### src/rtl/sdram_port_arbiter_if.sv
// Bundle of the three requester ports, the shared downstream port and arbiter status.
// Handshake: toggle protocol; port i has a request outstanding while req_i != ack_i. Its addr/wr/be/din stay stable until ack_i catches up.
interface sdram_port_arbiter_if #(parameter int AW = 24);
    logic [AW-1:0] addr0, addr1, addr2;
    logic          req0, req1, req2;
    logic          wr0, wr1, wr2;
    logic [1:0]    be0, be1, be2;
    logic [15:0]   din0, din1, din2;
    logic          ack0, ack1, ack2;
    logic [15:0]   dout0, dout1, dout2;

    logic [AW-1:0] m_addr;
    logic          m_req;
    logic          m_wr;
    logic [1:0]    m_be;
    logic [15:0]   m_din;
    logic          m_ack;
    logic [15:0]   m_dout;

    logic          busy;
    logic [1:0]    grant;
    logic          state_dbg;
    logic [7:0]    starve_dbg;

    modport slave (
        input  addr0, addr1, addr2, req0, req1, req2, wr0, wr1, wr2,
        input  be0, be1, be2, din0, din1, din2,
        output ack0, ack1, ack2, dout0, dout1, dout2,
        output m_addr, m_req, m_wr, m_be, m_din,
        input  m_ack, m_dout,
        output busy, grant, state_dbg, starve_dbg
    );

    modport master (
        output addr0, addr1, addr2, req0, req1, req2, wr0, wr1, wr2,
        output be0, be1, be2, din0, din1, din2,
        input  ack0, ack1, ack2, dout0, dout1, dout2,
        input  m_addr, m_req, m_wr, m_be, m_din,
        output m_ack, m_dout,
        input  busy, grant, state_dbg, starve_dbg
    );
endinterface

### src/rtl/sdram_port_arbiter.sv
// Three-to-one arbiter for a toggle-handshake SDRAM port: port 0 has priority,
// ports 1/2 alternate, and a starvation guard occasionally skips port 0.
module sdram_port_arbiter #(
    parameter int AW         = 24,
    parameter int STARVE_MAX = 8
) (
    input logic              clk,
    input logic              resetn,
    sdram_port_arbiter_if.slave bus
);
    typedef enum logic {IDLE = 1'b0, WAIT = 1'b1} state_t;

    state_t        state;
    logic          rr_is2;
    logic [7:0]    starve_cnt;
    logic [2:0]    pend;
    logic          starved;
    logic [1:0]    win;
    logic [AW-1:0] sel_addr;
    logic          sel_wr;
    logic [1:0]    sel_be;
    logic [15:0]   sel_din;

    assign pend    = {bus.req2 ^ bus.ack2, bus.req1 ^ bus.ack1, bus.req0 ^ bus.ack0};
    assign starved = (starve_cnt == 8'(STARVE_MAX)) && (pend[1] || pend[2]);

    assign bus.state_dbg  = (state == WAIT);
    assign bus.starve_dbg = starve_cnt;

    always_comb begin
        win = 2'd0;
        if (pend[0] && !starved) begin
            win = 2'd0;
        end else if (rr_is2) begin
            win = pend[2] ? 2'd2 : 2'd1;
        end else begin
            win = pend[1] ? 2'd1 : 2'd2;
        end
    end

    always_comb begin
        sel_addr = bus.addr0;
        sel_wr   = bus.wr0;
        sel_be   = bus.be0;
        sel_din  = bus.din0;
        case (win)
            2'd1: begin
                sel_addr = bus.addr1;
                sel_wr   = bus.wr1;
                sel_be   = bus.be1;
                sel_din  = bus.din1;
            end
            2'd2: begin
                sel_addr = bus.addr2;
                sel_wr   = bus.wr2;
                sel_be   = bus.be2;
                sel_din  = bus.din2;
            end
            default: ;
        endcase
    end

    always_ff @(posedge clk or negedge resetn) begin
        if (!resetn) begin
            state      <= IDLE;
            rr_is2     <= 1'b0;
            starve_cnt <= 8'd0;
            bus.ack0   <= 1'b0;
            bus.ack1   <= 1'b0;
            bus.ack2   <= 1'b0;
            bus.dout0  <= 16'd0;
            bus.dout1  <= 16'd0;
            bus.dout2  <= 16'd0;
            bus.m_addr <= '0;
            bus.m_req  <= 1'b0;
            bus.m_wr   <= 1'b0;
            bus.m_be   <= 2'd0;
            bus.m_din  <= 16'd0;
            bus.busy   <= 1'b0;
            bus.grant  <= 2'd0;
        end else begin
            case (state)
                IDLE: begin
                    if (|pend) begin
                        bus.m_addr <= sel_addr;
                        bus.m_wr   <= sel_wr;
                        bus.m_be   <= sel_be;
                        bus.m_din  <= sel_din;
                        bus.m_req  <= ~bus.m_req;
                        bus.grant  <= win;
                        bus.busy   <= 1'b1;
                        state      <= WAIT;
                        if (win == 2'd0) begin
                            // Only count port-0 wins that actually held someone else off.
                            if (pend[1] || pend[2]) begin
                                if (starve_cnt != 8'(STARVE_MAX))
                                    starve_cnt <= starve_cnt + 8'd1;
                            end else begin
                                starve_cnt <= 8'd0;
                            end
                        end else begin
                            starve_cnt <= 8'd0;
                            rr_is2     <= (win == 2'd1);
                        end
                    end
                end
                WAIT: begin
                    if (bus.m_ack == bus.m_req) begin
                        case (bus.grant)
                            2'd0: begin
                                bus.ack0 <= ~bus.ack0;
                                if (!bus.m_wr) bus.dout0 <= bus.m_dout;
                            end
                            2'd1: begin
                                bus.ack1 <= ~bus.ack1;
                                if (!bus.m_wr) bus.dout1 <= bus.m_dout;
                            end
                            2'd2: begin
                                bus.ack2 <= ~bus.ack2;
                                if (!bus.m_wr) bus.dout2 <= bus.m_dout;
                            end
                            default: ;
                        endcase
                        bus.busy <= 1'b0;
                        state    <= IDLE;
                    end
                end
                default: state <= IDLE;
            endcase
        end
    end
endmodule

### src/flat_wrapper.sv
// flat-port wrapper written by rule: the top's interface ports become plain ports
module sdram_port_arbiter_flat 
#(
    parameter int AW         = 24,
    parameter int STARVE_MAX = 8
)
  (clk, resetn, bus_addr0, bus_addr1, bus_addr2, bus_req0, bus_req1, bus_req2, bus_wr0, bus_wr1, bus_wr2, bus_be0, bus_be1, bus_be2, bus_din0, bus_din1, bus_din2, bus_ack0, bus_ack1, bus_ack2, bus_dout0, bus_dout1, bus_dout2, bus_m_addr, bus_m_req, bus_m_wr, bus_m_be, bus_m_din, bus_m_ack, bus_m_dout, bus_busy, bus_grant, bus_state_dbg, bus_starve_dbg);
  sdram_port_arbiter_if #(.AW(AW)) bus_i ();
  input logic clk;
  input logic resetn;
  input wire logic [$bits(bus_i.addr0)-1:0] bus_addr0;
  input wire logic [$bits(bus_i.addr1)-1:0] bus_addr1;
  input wire logic [$bits(bus_i.addr2)-1:0] bus_addr2;
  input wire logic [$bits(bus_i.req0)-1:0] bus_req0;
  input wire logic [$bits(bus_i.req1)-1:0] bus_req1;
  input wire logic [$bits(bus_i.req2)-1:0] bus_req2;
  input wire logic [$bits(bus_i.wr0)-1:0] bus_wr0;
  input wire logic [$bits(bus_i.wr1)-1:0] bus_wr1;
  input wire logic [$bits(bus_i.wr2)-1:0] bus_wr2;
  input wire logic [$bits(bus_i.be0)-1:0] bus_be0;
  input wire logic [$bits(bus_i.be1)-1:0] bus_be1;
  input wire logic [$bits(bus_i.be2)-1:0] bus_be2;
  input wire logic [$bits(bus_i.din0)-1:0] bus_din0;
  input wire logic [$bits(bus_i.din1)-1:0] bus_din1;
  input wire logic [$bits(bus_i.din2)-1:0] bus_din2;
  output wire logic [$bits(bus_i.ack0)-1:0] bus_ack0;
  output wire logic [$bits(bus_i.ack1)-1:0] bus_ack1;
  output wire logic [$bits(bus_i.ack2)-1:0] bus_ack2;
  output wire logic [$bits(bus_i.dout0)-1:0] bus_dout0;
  output wire logic [$bits(bus_i.dout1)-1:0] bus_dout1;
  output wire logic [$bits(bus_i.dout2)-1:0] bus_dout2;
  output wire logic [$bits(bus_i.m_addr)-1:0] bus_m_addr;
  output wire logic [$bits(bus_i.m_req)-1:0] bus_m_req;
  output wire logic [$bits(bus_i.m_wr)-1:0] bus_m_wr;
  output wire logic [$bits(bus_i.m_be)-1:0] bus_m_be;
  output wire logic [$bits(bus_i.m_din)-1:0] bus_m_din;
  input wire logic [$bits(bus_i.m_ack)-1:0] bus_m_ack;
  input wire logic [$bits(bus_i.m_dout)-1:0] bus_m_dout;
  output wire logic [$bits(bus_i.busy)-1:0] bus_busy;
  output wire logic [$bits(bus_i.grant)-1:0] bus_grant;
  output wire logic [$bits(bus_i.state_dbg)-1:0] bus_state_dbg;
  output wire logic [$bits(bus_i.starve_dbg)-1:0] bus_starve_dbg;
  assign bus_i.addr0 = bus_addr0;
  assign bus_i.addr1 = bus_addr1;
  assign bus_i.addr2 = bus_addr2;
  assign bus_i.req0 = bus_req0;
  assign bus_i.req1 = bus_req1;
  assign bus_i.req2 = bus_req2;
  assign bus_i.wr0 = bus_wr0;
  assign bus_i.wr1 = bus_wr1;
  assign bus_i.wr2 = bus_wr2;
  assign bus_i.be0 = bus_be0;
  assign bus_i.be1 = bus_be1;
  assign bus_i.be2 = bus_be2;
  assign bus_i.din0 = bus_din0;
  assign bus_i.din1 = bus_din1;
  assign bus_i.din2 = bus_din2;
  assign bus_ack0 = bus_i.ack0;
  assign bus_ack1 = bus_i.ack1;
  assign bus_ack2 = bus_i.ack2;
  assign bus_dout0 = bus_i.dout0;
  assign bus_dout1 = bus_i.dout1;
  assign bus_dout2 = bus_i.dout2;
  assign bus_m_addr = bus_i.m_addr;
  assign bus_m_req = bus_i.m_req;
  assign bus_m_wr = bus_i.m_wr;
  assign bus_m_be = bus_i.m_be;
  assign bus_m_din = bus_i.m_din;
  assign bus_i.m_ack = bus_m_ack;
  assign bus_i.m_dout = bus_m_dout;
  assign bus_busy = bus_i.busy;
  assign bus_grant = bus_i.grant;
  assign bus_state_dbg = bus_i.state_dbg;
  assign bus_starve_dbg = bus_i.starve_dbg;
  sdram_port_arbiter #(.AW(AW), .STARVE_MAX(STARVE_MAX)) u_core (.clk(clk), .resetn(resetn), .bus(bus_i));
endmodule
### config.mk
export PLATFORM = sky130hd
export DESIGN_NAME = sdram_port_arbiter_flat
export DESIGN_NICKNAME = d
export VERILOG_FILES = /design/src/rtl/sdram_port_arbiter_if.sv /design/src/rtl/sdram_port_arbiter.sv /design/src/flat_wrapper.sv
export SDC_FILE = /design/constraint.sdc
export NUM_CORES = 1
export LEC_CHECK = 0
export ABC_AREA = 1
export CAP_MARGIN = 40
export CORE_MARGIN = 5
export CORE_UTILIZATION = 37
export DETAILED_ROUTE_END_ITERATION = 8
export GPL_TIMING_DRIVEN = 0
export PLACE_DENSITY = 0.77
export SETUP_SLACK_MARGIN = 0.1
export SLEW_MARGIN = 20
export SYNTH_ARGS = -nofsm -noshare
export SYNTH_HDL_FRONTEND = slang
export SYNTH_SLANG_ARGS = --single-unit
### constraint.sdc
create_clock -name clk -period 2.25 [get_ports clk]
set_input_delay 0.225 -clock clk [delete_from_list [all_inputs] [get_ports clk]]
set_output_delay 0.225 -clock clk [all_outputs]
set_load 0.03 [all_outputs]
* Word level (Yosys, flattened, before mapping)
Index checks and enable logic that the tools add are counted.
Cells by class: add/sub/neg operators 1, equality and inequality tests 10, multiplexer cells 17, bitwise logic cells 10, reductions and logical operators 17
Operator list (number):
- one-hot mux 24 bit (2 select lines) | 1
- one-hot mux 16 bit (2 select lines) | 1
- two-way mux 8 bit | 3
- AND reduction 3 bit | 5
- AND reduction 4 bit | 3
- adder 8 x 1 -> 8 bit (second input constant) | 1
- equality test 8 x 4 -> 1 bit (second input constant) | 1
- two-way mux 2 bit | 4
- != test 8 x 4 -> 1 bit (second input constant) | 1
- inverter 1 bit | 7
- one-hot mux 1 bit (2 select lines) | 3
- equality test 2 x 1 -> 1 bit (second input constant) | 2
- equality test 2 bit (second input constant) | 2
- logical NOT 2 bit | 2
- two-way mux 1 bit | 4
- one-hot mux 2 bit (2 select lines) | 1
- AND reduction 2 bit | 2
- != test 3 bit (second input constant) | 1
- OR reduction 3 bit | 1
- XOR 1 bit | 3
- logical AND 1 bit | 2
- != test 2 x 1 -> 1 bit (second input constant) | 1
- != test 2 bit (second input constant) | 1
- equality test 1 bit | 1
- other kinds (2) | 2
Word-level totals: flip-flop bits (word level) 108, bits of input ports 151, logic and storage cells 71

* Longest topological paths before layout
Gate-level depths: netlist of the first run.
word-level depth 9, depth in mapped cells 15, mapped depth without buffers 13

* Worst setup path after synthesis of the first run
OpenSTA, ideal clock, no wires.
path type reg-to-reg, start point register u_core.starve_cnt[0] (netlist: u_core.bus.starve_dbg[0]), end point register u_core.bus.m_addr[10], arrival time 2.280 ns, path slack -0.095 ns, cell stages (with the launch flop) 14, path buffers 3, period minus slack after synthesis 2.345 ns, path through dfrtp_1 > inv_1 > ha_1 > nand3_1 > nor2_1 > nand2_1 > nand2_1 > nand2_1 > ha_1 > clkbuf_1 > clkbuf_1 > buf_2 > o211ai_1 > nand2_1
Between the ends: longest elaborated chain between the ends 7
RTL lines:
- start, declared | RTL line sdram_port_arbiter.sv:15 | logic [7:0] starve_cnt;
- start signal, assigned | RTL line sdram_port_arbiter.sv:97 | starve_cnt <= starve_cnt + 8'd1;
- equality test 8 x 4 -> 1 bit * | RTL line sdram_port_arbiter.sv:25 | assign starved = (starve_cnt == 8'(STARVE_MAX)) && (pend[1] || pend[2]);
- logical AND 1 bit * | RTL line sdram_port_arbiter.sv:25
- logical NOT 1 bit * | RTL line sdram_port_arbiter.sv:32 | if (pend[0] && !starved) begin
- logical AND 1 bit * | RTL line sdram_port_arbiter.sv:32
- two-way mux 2 bit * | RTL line sdram_port_arbiter.sv:32
- equality test 2 bit or equality test 2 x 1 -> 1 bit (tied branches) | RTL line sdram_port_arbiter.sv:46 | case (win)
- one-hot mux 24 bit (2 select lines) * | RTL line sdram_port_arbiter.sv:46
- end signal, assigned | RTL line sdram_port_arbiter.sv:85 | bus.m_addr <= sel_addr;
- end, declared | RTL line sdram_port_arbiter_if.sv:29 | output m_addr, m_req, m_wr, m_be, m_din,
Every way passes the cells marked *; elsewhere a longest branch is shown, timed or not. A chain may end at the register's enable or synchronous reset.

* Final worst setup path of the first run
start point register u_core.starve_cnt[0] (netlist: u_core.bus.starve_dbg[0]), end point register u_core.bus.m_din[14]
Between the ends: longest elaborated chain between the ends 7
RTL lines:
- equality test 8 x 4 -> 1 bit * | RTL line sdram_port_arbiter.sv:25
- logical AND 1 bit * | RTL line sdram_port_arbiter.sv:25
- logical NOT 1 bit * | RTL line sdram_port_arbiter.sv:32
- logical AND 1 bit * | RTL line sdram_port_arbiter.sv:32
- two-way mux 2 bit * | RTL line sdram_port_arbiter.sv:32
- equality test 2 bit or equality test 2 x 1 -> 1 bit (tied branches) | RTL line sdram_port_arbiter.sv:46
- one-hot mux 16 bit (2 select lines) * | RTL line sdram_port_arbiter.sv:46
- end signal, assigned | RTL line sdram_port_arbiter.sv:88 | bus.m_din <= sel_din;
- end, declared | RTL line sdram_port_arbiter_if.sv:29
Marks and branches as above.

==> results of run 1 <==
==> synthesized netlist by cell type <==
cell      instances
xor2_1            5
inv_2             4
buf_2             8
nand3_1          53
o211ai_1         42
dfrtp_1         108
nor2_4            1
o21bai_1          1
nand2_1         273
nor2_1           13
clkbuf_1         19
o21ai_2          21
a31oi_1           1
ha_1              5
buf_6             7
o21ai_0           3
nand3b_1          1
nand4_1           2
buf_4             6
nand4_4           3
o21ai_1          29
inv_1            38
or2_2             1
xnor2_1           2
nand2_2           2
==> sequential cells by signal, summed over array words and instances (netlist names), 2 cells and up <==
name,flops
u_core.bus.starve_dbg,8
u_core.bus.dout1,16
u_core.bus.dout2,16
u_core.bus.grant,2
u_core.bus.m_din,16
u_core.bus.m_be,2
u_core.bus.m_addr,24
u_core.bus.dout0,16
==> metrics by stage <==
stage | util | instances | hold WS [ns] | total power, mW | TNS [ns]
4_1_cts | 0.612 | 1114 | 0.364 | 14.0 | 0
5_1_grt | 0.618 | 1117 | 0.399 | 14.8 | 0
3_5_place_dp | 0.572 | 1090 | 0.160 | 11.7 | -22.46
6_report | 0.618 | 1117 | 0.352 | 13.9 | 0
2_1_floorplan | - | 648 | -0.0706 | 8.42 | 0
3_3_place_gp | 0.570 | 1089 | 0.463 | 11.6 | -382.22
==> worst max-delay path, cell delays in order, from the launching register on <==
cell and delay, ns:
dfrtp_2 0.41, inv_2 0.09, ha_4 0.13, nand3_2 0.09, nor2_4 0.12, nand2_2 0.08
nand2_4 0.09, nand2_4 0.08, ha_4 0.33, clkbuf_4 0.23, nand3_1 0.10, o211ai_1 0.09
nand2_1 0.09
==> placed cells by master (no fill, tap or decap), drive strengths merged, types with 5 or more instances in the layout <==
| cell type | n |
|---|---|
| xor2 | 5 |
| o21ai | 53 |
| nor2 | 14 |
| clkbuf | 24 |
| o211ai | 42 |
| inv | 45 |
| nand2 | 275 |
| dfrtp | 108 |
| clkdlybuf4s50 | 256 |
| buf | 37 |
| nand3 | 53 |
| ha | 5 |
| nand4 | 5 |
==> repair_timing <==
action                                 in CTS  in global routing
gates resized for setup                    48                 24
endpoints found under the hold margin      37                  0
buffers inserted                            6                  4
pin swaps                                  46                  9
hold buffers                                1                  0
setup endpoints to repair                  44                 43
gates cloned                                1                  0
==> layer usage <==
metal	wire, um	vias to the layer above	track usage	share of wire
met5	0	-	0	0
met4	381	0	0.0666	0.021
li1	-	2655	-	-
met3	1640	29	0.0684	0.090
met1	7110	2553	0.245	0.39
met2	9140	188	0.380	0.50
==> final cells by class <==
type / instances / area (um^2) / share of cell area
tap: 184 / 230 / 0.0259
clock buffer: 9 / 225 / 0.0254
buffer: 39 / 394 / 0.0444
sequential: 108 / 2710 / 0.305
clock inverter: 7 / 103 / 0.0116
inverter: 42 / 158 / 0.0178
timing repair buffer: 270 / 2700 / 0.304
multi-input combinational: 458 / 2360 / 0.266
==> cell families after synthesis <==
kind of cell	synth area share
and+or+nand+nor	0.272
DFF	0.506
AOI/OAI and AO/OA	0.126
buffers and inverters	0.0735
xor gates and xnor gates	0.0115
adders and majority gates	0.0117
==> power by group through the flow <==
stage          registers, mW  logic [mW]  clock network, mW
6_report                3.43        8.75               1.72
3_3_place_gp            3.44        8.14                  0
3_5_place_dp            3.46        8.26                  0
4_1_cts                 3.43        8.80               1.76
5_1_grt                 3.54        9.45               1.85
2_1_floorplan           5.17        3.25                  0
==> how the worst max path moves through the flow <==
stage / slack (ns) / cells past startpoint / startpoint / endpoint
floorplan: 0.09 / 13 / u_core.bus.starve_dbg[5] / u_core.bus.m_addr[10]
global placement: -3.75 / 1 / resetn / u_core.bus.starve_dbg[5]
detailed placement: -0.64 / 16 / bus_req1 / u_core.bus.m_din[15]
CTS: 0.07 / 13 / u_core.bus.starve_dbg[0] / u_core.bus.m_din[9]
global route: 0.10 / 12 / u_core.bus.starve_dbg[0] / u_core.bus.m_addr[15]
finish: 0.20 / 12 / u_core.bus.starve_dbg[0] / u_core.bus.m_din[14]
==> results.toml, run 1 <==
[finish]
n_antenna_cell = 0
postLayoutCellArea_um2 = 8870
syn_to_final_growth_pct = 66.0
nFillCells = 1238
nNetsFinal = 1084
drive_above_1_share = 0.131

[routing]
vias = 5425
wl_per_cell_um = 16.4
routed_wl_um = 18300
first_pass_iters = 4
drc = 0
vias_per_cell = 4.86
postRouteAntennaNets = 0
drtIter0Drc = 290

[placement]
port_buffers = 257
gp_congestion = 0.801
dpl_worst_slack_ns = -0.636
dp_hpwl_um = 14000
place_area_um2 = 8220

[logic_synthesis]
netlist_instances = 648
synth_largest_area_cell = "dfrtp_1"
synth_top_area_frac = 0.506
seq_area_frac_synth = 0.506
synth_area_leaders = "dfrtp_1, nand2_1, o211ai_1"
synth_nets = 804
synth.distinct_cells = 25
netlist_area_um2 = 5350
ys_warn_count = 0
syn_area_per_cell_um2 = 8.25
ys_seq_elements = 108

[setup_path]
cp.arrival_ns = 2.29
cp_max_fo = 10
r2r_end = "u_core.bus.m_din[14]"
crit-reg2reg-launch = "u_core.bus.starve_dbg[0]"
r2r_slack_ns = 0.20
crit_path_end_kind = "register"
criticalPathCategory = "reg -> reg"
critPathRequiredTime_ns = 2.49
r2r_cells = 12
cp-start-kind = "register"

[min_path]
hp-class = "in -> async"

[die]
die-height_um = 130
dieArea_um2 = 16900
fp.coreArea_um2 = 14400
die_width_um = 130
start_util = 0.372
ios = 258
rows = 44

[timing]
fmax_mhz = 488
setup_ws_ns = 0.201
post-route-period-util = 0.911
drv_slew = 0
fin_skew_ns = 0.00778
relSlewSlack = 0.625
worst_pin_slew_ns = 0.562
setup_viol = 0
min_period_ns = 2.05
rsz0062_at_grt = "no"
hold_viol_final = 0

[global_route]
antenna_found_initial = 0
grt_max_degree = 72
grt_pass1_wl_um = 28300
grt_overflow = 0
grt_pass1_vias = 5481
grt_usage = 0.214

[status]
status = "completed"

[job]
drv_cap = 0

[pwr]
p_clk_frac = 0.124
pwr-share-seq = 0.247
combPwrFrac = 0.630
p_leak_nw = 3.98
ir_worst_vdd_mv = 0.970
p_sw_mw = 6.48
internal_power_mw = 7.42
p_per_area_nw_per_um2 = 1570
p_sw_frac = 0.466

[clock_network]
clkLatencyLatePin_ns = 0.35
clkTransAtPathRegs_ns = 0.08
cts_max_path_buffers = 2
numCtsBuffers = 9
htreeDepth = 3
root_buffer = "clkbuf_16"
cts.sinks = 108
cts_tree = "built"
(Power assumes the default switching activity.)
==> run 2, diff against run 1 <==
--- a/config.mk
+++ b/config.mk
@@ -8,10 +8,10 @@
 export ABC_AREA = 1
 export CAP_MARGIN = 40
 export CORE_MARGIN = 5
-export CORE_UTILIZATION = 37
+export CORE_UTILIZATION = 44
 export DETAILED_ROUTE_END_ITERATION = 8
 export GPL_TIMING_DRIVEN = 0
-export PLACE_DENSITY = 0.77
+export PLACE_DENSITY = 0.86
 export SETUP_SLACK_MARGIN = 0.1
 export SLEW_MARGIN = 20
 export SYNTH_ARGS = -nofsm -noshare
==> constraint.sdc (replaced) <==
create_clock -name clk -period 2.5 [get_ports clk]
set_input_delay 0.25 -clock clk [delete_from_list [all_inputs] [get_ports clk]]
set_output_delay 0.25 -clock clk [all_outputs]
set_load 0.03 [all_outputs]
==> run 2 against run 1 <==
Cell area is 3.2% lower. Critical endpoint is now u_core.bus.m_din[11]. Worst setup slack better by 0.051 ns. Count of clock-buffer cells in the layout stayed put. Largest power group unchanged. Sequential share of layout area is 0.96 points higher. Final cell count is 3.9% lower. Power is 13% lower. Global-route usage is 2.7 points higher. Wire length is 2.9% lower.
==> results.toml, run 2 (synthesis gave the netlist of run 1 again) <==
[routing]
vias_per_cell = 5.05
first_pass_iters = 4
wl_per_cell_um = 16.5
vias = 5424
postRouteAntennaNets = 0
routed_wl_um = 17700
drtIter0Drc = 340
drc = 0

[finish]
layout_commonest_cell = "nand2_1"
largest_reg_flops = 24
seqCellArea_um2 = 2700
multi_input_area_um2 = 2290
nNetsFinal = 1077
final_core_util = 0.718
drive_above_1_share = 0.107
n_antenna_cell = 0
nFillCells = 909
syn_to_final_growth_pct = 60.6
top_register = "u_core.bus.m_addr"
layout_common_cells = "nand2_1, clkdlybuf4s50_1, dfrtp_1"

[die]
fp.coreArea_um2 = 12000
die_width_um = 120
dieArea_um2 = 14500
ios = 258
start_util = 0.447
rows = 40
die-height_um = 120

[global_route]
antenna_found_initial = 0
grt_max_degree = 59
grt_usage = 0.241
grt_pass1_wl_um = 27600
grt_pass1_vias = 5446
grt_overflow = 0

[timing]
fin_skew_ns = 0.00737
fmax_mhz = 445
relSlewSlack = 0.675
post-route-period-util = 0.899
min_period_ns = 2.25
setup_ws_ns = 0.253
rsz0062_at_grt = "yes"
worst_pin_slew_ns = 0.487
setup_viol = 0
hold_viol_final = 0
finalSetupTns_ns = 0
drv_slew = 0

[pwr]
ir_worst_vdd_mv = 0.682
combPwrFrac = 0.625
p_sw_frac = 0.477
p_leak_nw = 3.90
p_clk_frac = 0.120
pwr-share-seq = 0.255
p_per_area_nw_per_um2 = 1410
p_sw_mw = 5.78
internal_power_mw = 6.33

[setup_path]
critPathRequiredTime_ns = 2.79
cp-start-kind = "register"
worst_path_most_repeated_cell = "nand2_1"
criticalPathCategory = "reg -> reg"
r2r_end = "u_core.bus.m_din[11]"
cp.arrival_ns = 2.53
r2r_slack_ns = 0.25
path_buf_inv = 4
path_cells = "clkbuf_4 > nor2_2 > nand2_1 > nor2_2 > nand2_1 > nand2_2 > nand2_4 > inv_1 > ha_1 > clkbuf_2 > buf_2 > nand2_1 > nand3_1 > o211ai_1 > nand2_1"
crit_path_end_kind = "register"
crit_family = "simple AND/OR/NAND/NOR gates"
critical-path-max-stage-delay_ns = 0.39
r2r_cells = 15
slowest_stage = "dfrtp_1"
crit-reg2reg-launch = "u_core.bus.starve_dbg[5]"
cp_max_fo = 10

[clock_network]
numCtsBuffers = 9
cts.sinks = 108
htreeDepth = 3
root_buffer = "clkbuf_16"
cts_max_path_buffers = 2
clkLatencyLatePin_ns = 0.35
cts_tree = "built"
clkTransAtPathRegs_ns = 0.08

[job]
drv_cap = 0

[placement]
dpl_worst_slack_ns = -0.498
port_buffers = 257
gp_congestion = 0.846
dp_hpwl_um = 13800

[min_path]
hp-class = "in -> async"

[status]
status = "completed"
## run 2: cell types whose count changed in the layout (fill, tap and decap cells not counted), moves of 4 or more
cell,before,now
nand2_2,9,5
dfrtp_1,104,108
buf_2,2,6
dfrtp_2,4,0
buf_6,15,9
clkbuf_8,6,0
nand2_1,262,268
## run 2: through the flow
stage / std cells / hold WS (ns) / area (um^2) / power (mW)
final: 1073 / 0.398 / 8590 / 12.1
after global routing: 1073 / 0.442 / 8590 / 12.9
after CTS: 1072 / 0.415 / 8520 / 12.0
after detailed placement: 1053 / 0.225 / 8130 / 10.4
after global placement: 1052 / 0.461 / 8100 / 10.2
after floorplan: 648 / -0.0456 / 5350 / 7.47
## run 2: cell type report
class,count,area share
plain buffers,39,0.0344
clock buffers,9,0.0262
clock inverters,7,0.0101
inverters,42,0.0184
multi-input cells,458,0.267
flip-flops and latches,108,0.315
well taps,147,0.0214
repair buffers,263,0.308
## run 2: repair_timing
item                                    4_1_cts  5_1_grt
pin swaps                                     2        9
endpoints found under the setup margin       44       43
hold buffers                                  1        0
endpoints found under the hold margin        50        0
gates resized for setup                      26       34
setup buffers                                 2        2
## run 2: power by group through the flow
stage / Sequential, mW / Combinational (mW) / Clock, mW
floorplan: 4.65 / 2.82 / 0
global placement: 3.07 / 7.16 / 0
detailed placement: 3.11 / 7.31 / 0
CTS: 3.08 / 7.48 / 1.47
global route: 3.18 / 8.17 / 1.54
finish: 3.08 / 7.57 / 1.45
## run 2: per-layer routing
layer	vias up	share of wire	track usage
met5	-	0	0
met4	0	0.025	0.0914
met3	27	0.075	0.0575
met2	198	0.51	0.425
met1	2556	0.39	0.285
li1	2643	-	-
## run 2: how the worst max path moves through the flow
| stage | slack (ns) | cells after the start | start | end |
|---|---|---|---|---|
| after floorplan | 0.15 | 13 | u_core.bus.starve_dbg[0] | u_core.bus.m_addr[10] |
| after global placement | -2.91 | 1 | resetn | u_core.bus.m_addr[17] |
| after detailed placement | -0.50 | 14 | bus_req1 | u_core.bus.m_din[11] |
| after CTS | 0.11 | 13 | u_core.bus.starve_dbg[5] | u_core.bus.m_addr[2] |
| after global routing | 0.09 | 15 | u_core.bus.ack2 | u_core.bus.m_addr[20] |
| final | 0.25 | 15 | u_core.bus.starve_dbg[5] | u_core.bus.m_din[11] |
==> run 3, diff against run 2 <==
--- a/config.mk
+++ b/config.mk
@@ -6,7 +6,7 @@
 export NUM_CORES = 1
 export LEC_CHECK = 0
 export ABC_AREA = 1
-export CAP_MARGIN = 40
+export CAP_MARGIN = 20
 export CORE_MARGIN = 5
 export CORE_UTILIZATION = 44
 export DETAILED_ROUTE_END_ITERATION = 8
==> run 3 against run 2 <==
Power unchanged. Die area stayed put. Critical endpoint unchanged. Non-clock buffer count stayed put. Critical path type unchanged. Clock skew unchanged. Flip-flop and latch count stayed put. Largest power group unchanged. Cell area unchanged. Highest routed layer unchanged. Sequential share of layout area is the same. Global-route usage unchanged. Combinational power about the same. Register-to-register slack is essentially flat.
==> results.toml, run 3 (synthesis gave the netlist of run 1 again) <==
[clock_network]
root_buffer = "clkbuf_16"
cts_max_path_buffers = 2
clkTransAtPathRegs_ns = 0.08
htreeDepth = 3
numCtsBuffers = 9
cts.sinks = 108
clkLatencyLatePin_ns = 0.35
cts_tree = "built"

[timing]
hold-worst-slack_ns = 0.398
post-route-period-util = 0.899
relSlewSlack = 0.675
worst_pin_slew_ns = 0.487
drv_slew = 0
setup_viol = 0
fmax_mhz = 445
min_period_ns = 2.25
hold_viol_final = 0
rsz0062_at_grt = "yes"
fin_skew_ns = 0.00737

[setup_path]
cp-start-kind = "register"
cp_max_fo = 10
path_cells = "clkbuf_4 > nor2_2 > nand2_1 > nor2_2 > nand2_1 > nand2_2 > nand2_4 > inv_1 > ha_1 > clkbuf_2 > buf_2 > nand2_1 > nand3_1 > o211ai_1 > nand2_1"
criticalPathCategory = "reg -> reg"
r2r_slack_ns = 0.25
cp.arrival_ns = 2.53
worst_path_most_repeated_cell = "nand2_1"
slowest_stage = "dfrtp_1"
crit_path_end_kind = "register"
critPathRequiredTime_ns = 2.79
critical-path-max-stage-delay_ns = 0.39

[placement]
gp_congestion = 0.846
dp_hpwl_um = 13800
place_area_um2 = 8130
port_buffers = 257

[routing]
postRouteAntennaNets = 0
drc = 0
vias_per_cell = 5.05
drtIter0Drc = 340
first_pass_iters = 4
vias = 5424
wl_per_cell_um = 16.5
routed_wl_um = 17700

[finish]
top_register = "u_core.bus.m_addr"
largest_reg_flops = 24
nFillCells = 909
layout_common_cells = "nand2_1, clkdlybuf4s50_1, dfrtp_1"
drive_above_1_share = 0.107
layout_commonest_cell = "nand2_1"
nNetsFinal = 1077
n_antenna_cell = 0
syn_to_final_growth_pct = 60.6
postLayoutCellArea_um2 = 8590

[die]
die-height_um = 120
start_util = 0.447
die_width_um = 120
rows = 40
fp.coreArea_um2 = 12000
ios = 258
dieArea_um2 = 14500

[global_route]
grt_pass1_wl_um = 27600
grt_pass1_vias = 5446
grt_max_degree = 59
grt_usage = 0.241
antenna_found_initial = 0
grt_overflow = 0

[pwr]
ir_worst_vdd_mv = 0.682
p_per_area_nw_per_um2 = 1410
p_leak_nw = 3.90

[job]
drv_cap = 0

[min_path]
hp-class = "in -> async"

[status]
status = "completed"
==> run 3: cell counts in the layout (fill, tap and decap cells not counted) <==
No cell type changed its count.
==> run 3: critical path: cells and delay by family, from the launching register on <==
| family | cells | cell delay [ns] |
|---|---|---|
| flip-flops | 1 | 0.39 |
| AO/OA/AOI/OAI | 1 | 0.10 |
| adder cells (fa/ha/maj) | 1 | 0.14 |
| buffers and inverters | 4 | 0.72 |
| AND/OR/NAND/NOR | 9 | 0.82 |
==> run 3: worst paths after layout <==
| path | endpoint | cells past startpoint | start |
|---|---|---|---|
| worst max register to register | u_core.bus.m_din[11] | 15 | u_core.bus.starve_dbg[5] |
| max in group asynchronous | u_core.bus.m_addr[5] | 3 | resetn |
| worst min register to register | u_core.bus.dout0[7] | 2 | u_core.bus.dout0[7] |
| worst min-delay path | u_core.bus.dout2[8] | 2 | resetn |
| min in group clk | u_core.bus.dout0[7] | 2 | u_core.bus.dout0[7] |
| worst max-delay path | u_core.bus.m_din[11] | 15 | u_core.bus.starve_dbg[5] |
==> run 3: layout make-up <==
type	instances	area [um^2]	share of cell area
sequential	108	2700	0.315
timing repair buffer	263	2640	0.308
multi-input combinational	458	2290	0.267
buffer	39	295	0.0344
clock buffer	9	225	0.0262
tap	147	184	0.0214
inverter	42	158	0.0184
clock inverter	7	86.3	0.0101
==> run 3: timing repair <==
| action | CTS | global route |
|---|---|---|
| endpoints found under the setup margin | 44 | 43 |
| gates resized for setup | 26 | 34 |
| pin swaps | 2 | 9 |
| hold buffers | 1 | 0 |
| hold endpoints to repair | 50 | 0 |
| buffers inserted | 2 | 2 |
==> run 3: metrics by stage <==
stage	utilization	power, mW	cells	TNS (ns)	worst slack [ns]
floorplan	-	7.47	648	0	0.155
global placement	0.677	10.2	1052	-328.54	-2.91
detailed placement	0.680	10.4	1053	-17.35	-0.498
CTS	0.712	12.0	1072	0	0.110
global route	0.718	12.9	1073	0	0.0929
finish	0.718	12.1	1073	0	0.253
==> run 3: report_power, final <==
part | switching [mW] | internal [mW] | total (mW) | leakage [nW]
Clock | 0.729 | 0.724 | 1.45 | 0.153
Sequential | 0.495 | 2.59 | 3.08 | 1.35
Combinational | 4.55 | 3.01 | 7.57 | 2.39
==> run 3: per-layer routing <==
metal | track usage | part of all wire | up-vias
met5 | 0 | 0 | -
met4 | 0.0914 | 0.025 | 0
met3 | 0.0575 | 0.075 | 27
li1 | - | - | 2643
met2 | 0.425 | 0.51 | 198
met1 | 0.285 | 0.39 | 2556
